[src/rtl/adder.sv]
// PC-increment adder for the RV32I fetch stage: combinational PC + INCREMENT with carry,
// plus a registered copy of the sum and a sticky wrap flag for pipeline/debug use.
module adder #(
    parameter int unsigned WIDTH     = 32,
    parameter int unsigned INCREMENT = 4
) (
    input  logic             clk,
    input  logic             rst,
    input  logic [WIDTH-1:0] PCOutput,
    input  logic             en,
    output logic [WIDTH-1:0] AdderOutput,
    output logic             Carry,
    output logic [WIDTH-1:0] AdderOutputQ,
    output logic             WrapSticky
);

    localparam logic [WIDTH:0] INC_EXT = (WIDTH + 1)'(INCREMENT);

    // NOTE: a continuous assign keeps the next-PC path free of latches and of any
    // dependence on clk/rst/en, so it stays valid even when those are undriven.
    assign {Carry, AdderOutput} = {1'b0, PCOutput} + INC_EXT;

    // NOTE: sequential state uses non-blocking assignments so every flop samples
    // the pre-edge value of PCOutput regardless of process ordering.
    always_ff @(posedge clk or posedge rst) begin
        if (rst) begin
            AdderOutputQ <= '0;
            WrapSticky   <= 1'b0;
        end else if (en) begin
            AdderOutputQ <= AdderOutput;
            WrapSticky   <= WrapSticky | Carry;
        end
    end

endmodule

[config.mk]
export PLATFORM = sky130hd
export DESIGN_NAME = adder
export DESIGN_NICKNAME = d
export VERILOG_FILES = /design/src/rtl/adder.sv
export SDC_FILE = /design/constraint.sdc
export NUM_CORES = 1
export LEC_CHECK = 0
export ABC_CLOCK_PERIOD_IN_PS = 2440
export CAP_MARGIN = 15
export CORE_MARGIN = 3
export CORE_UTILIZATION = 40
export DETAILED_ROUTE_END_ITERATION = 6
export PLACE_DENSITY = 0.81
export REMOVE_ABC_BUFFERS = 1
export SYNTH_ARGS = -nofsm -noshare
export SYNTH_HDL_FRONTEND = slang
export SYNTH_SLANG_ARGS = --single-unit
[constraint.sdc]
create_clock -name clk -period 2.44 [get_ports clk]
set_clock_uncertainty 0.2 [all_clocks]
set_input_delay 0.366 -clock clk [delete_from_list [all_inputs] [get_ports clk]]
set_output_delay 0.366 -clock clk [all_outputs]
set_load 0.02 [all_outputs]
# Word-level counts from Yosys, hierarchy flattened
# Index checks and enable logic that the tools add are counted.
# totals
ff_bits	33
inputBits	35
wordCells	4
# op_classes
n_addsub	1
n_bitwise	1
# op_table
op	count
adder 32 x 3 -> 33 bit (second input constant)	1
bitwise OR 1 bit	1

# Logic depth before layout (Yosys ltp)
# depth
word_depth	2
ltp_mapped	6
mapped_depth_nobuf	5

# Least setup slack after synthesis
# OpenSTA, ideal clock, no wires.
# synth_path
path_kind	in2out
start	input PCOutput[2]
end	output AdderOutput[20]
arrival_ps	1595
setup_slack_ps	279
cell_stages	5
n_path_buf	0
path_cell_list	ha_1 > nand3_1 > nand2b_4 > or4_1 > nand2_1
# synth_between
elab_chain_len	1
# synth_rtl
element	line_no	text
start: declaration	9	input logic [WIDTH-1:0] PCOutput,
adder 32 x 3 -> 33 bit	21	assign {Carry, AdderOutput} = {1'b0, PCOutput} + INC_EXT;
end: declaration	11	output logic [WIDTH-1:0] AdderOutput,
# No other way between the ends.

# Worst setup path after layout
# layout_path
start	input PCOutput[14]
end	output AdderOutput[26]
# Same word-level chain as after synthesis.

==> out/summary.json <==
{
  "setup_path": {
    "timing.critical_path.slowest_cell_delay_ps": 580,
    "worstSetupPathDepth": 6,
    "cp.buffers_inverters": 2,
    "critical_path.cell_chain": "dlygate4sd2_1 > and4_4 > nand4_4 > or4_4 > nand2_2 > buf_6",
    "worst-path-max-fanout": 7,
    "cp.required_ps": 1870,
    "timing.critical_path.from_type": "input pin",
    "setup.worst_path.end_class": "primary output",
    "ff_to_ff_path_depth": 1,
    "timing.critical_path.slowest_stage_cell": "or4_4",
    "worst-endpoint-arrival_ps": 1840,
    "critical_path_type": "input pin to primary output",
    "worst_path_dominant_cell_family": "simple AND/OR/NAND/NOR gates"
  },
  "cells_and_area": {
    "drive_above_1_share_pct": 43.80,
    "num-fill-cells": 282,
    "antenna_cells_inserted": 0,
    "multi_input_area_sq_um": 1272,
    "layout.nets": 414,
    "seqCellArea_sq_um": 825.8,
    "layout.cells.most_common": "buf_4",
    "syn_to_final_growth_pct": 91.09,
    "most-common-layout-cells": "buf_4, clkdlybuf4s50_1, dfrtp_1",
    "post-route-util_pct": 82.87
  },
  "timing": {
    "timing.final.ws_setup_ps": 37.34,
    "max_clock_freq_mhz": 416.2,
    "worst_pin_slew_ps": 694.6,
    "max-slew-margin-rel_pct": 53.69,
    "fin_crit_ps": 2403,
    "timing.final.max_slew_violations": 0,
    "report.final.hold_viol_count": 0,
    "rsz_0062_raised_after_global_routing": "yes",
    "finalSetupViolCount": 0,
    "timing.final.crit_share_pct": 98.47,
    "hold-worst-slack_ps": 266.5
  },
  "floorplan": {
    "floorplan.initialDensity_pct": 43.37,
    "chip_height_microns": 76.35,
    "floorplan.io_pins": 101,
    "die_x_microns": 76.35,
    "floorplan.die_area_sq_um": 5829,
    "core_area_sq_um": 4564,
    "core.rowCount": 24
  },
  "outcome": {
    "status": "finished, final reports clean"
  },
  "global_routing": {
    "grtUsageTotal_pct": 25.51,
    "wire_length_of_the_first_global_routing_pass_microns": 12050,
    "largest_net_degree_at_the_start_of_global_routing": 34,
    "final_global_route_overflow_total": 0,
    "via_count_of_the_first_global_routing_pass": 2480,
    "grt_antenna_before_repair": 0
  },
  "detailed_routing": {
    "routed_via_density": 5.374,
    "initialDrtViolationCount": 126,
    "routed_wirelength_microns": 7568,
    "wl_cell_microns": 17.05,
    "via_count": 2386,
    "postRouteAntennaNets": 0,
    "drc": 0,
    "drt_pass1_iterations": 4
  },
  "clock_tree": {
    "tritoncts": "built",
    "deepest_level_of_the_cts_h_tree": 2,
    "number_of_buffers_created_by_cts": 5,
    "clk_latency_ps": 290,
    "cts_root_buf": "clkbuf_8",
    "clk_pin_slew_worst_paths_ps": 70,
    "cts_max_path_buffers": 2,
    "ctsHoldBuffers": 0,
    "cts_sink_count": 33
  },
  "place": {
    "placement.setup.worst_slack_ps": -793.6,
    "place.gp.congestion": 0.8423,
    "hpwlAfterDp_microns": 5007,
    "placement.io_buffers": 100
  },
  "power_and_ir_drop": {
    "vdd_drop_max_uv": 318.3,
    "static-leakage-power_nw": 1.737,
    "cellPowerDensity_nw_per_um2": 462.2
  },
  "logic_synthesis": {
    "synth-seq-cells": 33,
    "count_of_synthesis_stage_warnings_from_yosys": 0,
    "netlist-cell-type-count": 37,
    "synth_seq_area_share_pct": 41.72,
    "avgSynthCellArea_sq_um": 9.426,
    "area_of_the_mapped_netlist_sq_um": 1979,
    "synthCells": 210
  },
  "min_path": {
    "min_path_type": "input pin to flip-flop",
    "worst_hold_path.num_cells": 3
  },
  "run": {
    "max-cap-violations": 0
  }
}
-- timing repair --
item / 4_1_cts / 5_1_grt
endpoints found under the setup margin: 29 / 19
gates resized for setup: 162 / 27
buffers inserted: 9 / 0
gates cloned: 2 / 0
hold endpoints to repair: 0 / 0
pin swaps: 14 / 5
-- Yosys cell counts (all sizes together) --
master | number | area (sq um)
xor2 | 4 | 35.03
or3 | 2 | 12.51
o21ai | 3 | 15.01
nand4 | 6 | 52.55
nand3 | 12 | 60.06
nand2b | 3 | 26.27
and2 | 1 | 6.260
a41o | 1 | 10.01
ha | 1 | 12.51
o211ai | 1 | 7.510
or2 | 1 | 6.260
clkbuf | 5 | 18.77
and4 | 6 | 57.56
or4 | 10 | 78.82
mux2 | 16 | 180.2
nor3 | 2 | 10.01
buf | 6 | 40.03
nor4 | 2 | 12.51
a31o | 2 | 17.52
and3 | 4 | 25.02
o221ai | 2 | 17.52
a31oi | 14 | 87.58
dfrtp | 33 | 825.8
nor2 | 19 | 71.32
o31ai | 10 | 75.07
xnor2 | 10 | 87.58
nand2 | 25 | 96.35
inv | 9 | 33.78
-- power breakdown --
group	leakage [nW]	switching [W]	internal, W
Sequential	0.381	0.0000290	0.000600
Clock	0.0585	0.000217	0.000333
Combinational	1.30	0.000285	0.000283
-- worst min-delay path: cells and delay by family --
kind	cells	cell delay [ps]
AO/OA/AOI/OAI	1	90
AND/OR/NAND/NOR	1	140
buffers and inverters	1	120
-- final timing paths --
check                                startpoint          endpoint  slack (ps)
worst min register to register       WrapSticky        WrapSticky         300
max in group asynchronous                   rst   AdderOutputQ[4]        1430
worst min-delay path               PCOutput[16]  AdderOutputQ[16]         270
worst max register to register  AdderOutputQ[4]   AdderOutputQ[4]        1470
worst max-delay path               PCOutput[14]   AdderOutput[26]          40
min in group asynchronous                   rst  AdderOutputQ[26]         280
-- state kept, by name (all words and copies together), names as in the netlist --
signal        flops
AdderOutputQ     32
WrapSticky        1
-- routing by layer --
metal / vias up / part of all wire, % / GRT usage, %
met5: - / 0 / 0
met1: 1164 / 39 / 28.50
met2: 101 / 51 / 46.22
met4: 0 / 0.96 / 6.884
li1: 1112 / - / -
met3: 9 / 8.7 / 8.392
-- logic make-up (layout without fill, tap and decap cells) --
group	count (synthesis)	in the layout	synth area share [%]
buf+inv	20	187	4.677
flops	33	33	41.72
mux	16	16	9.102
simple gates	93	95	26.04
compound gates	33	33	11.63
xor+xnor	14	14	6.194
fa+ha+maj	1	1	0.6320
-- stage by stage --
stage | std cells | setup TNS [ps] | instance area [sq um] | total power, W
global route | 444 | -27.87 | 3782 | 0.001814
floorplan | 199 | 0 | 1921 | 0.0008527
finish | 444 | 0 | 3782 | 0.001748
CTS | 444 | 0 | 3741 | 0.001743
detailed placement | 425 | -17550 | 3456 | 0.001200
global placement | 425 | -16220 | 3456 | 0.001189
-- cell type report --
type / instances / share of cell area (%)
Multi-Input combinational cell: 159 / 33.64
Inverter: 9 / 0.8932
Clock buffer: 7 / 2.282
Timing Repair Buffer: 170 / 38.41
Tap cell: 65 / 2.150
Clock inverter: 1 / 0.7939
Sequential cell: 33 / 21.83
Note: power is estimated with default switching activity, not from simulation.
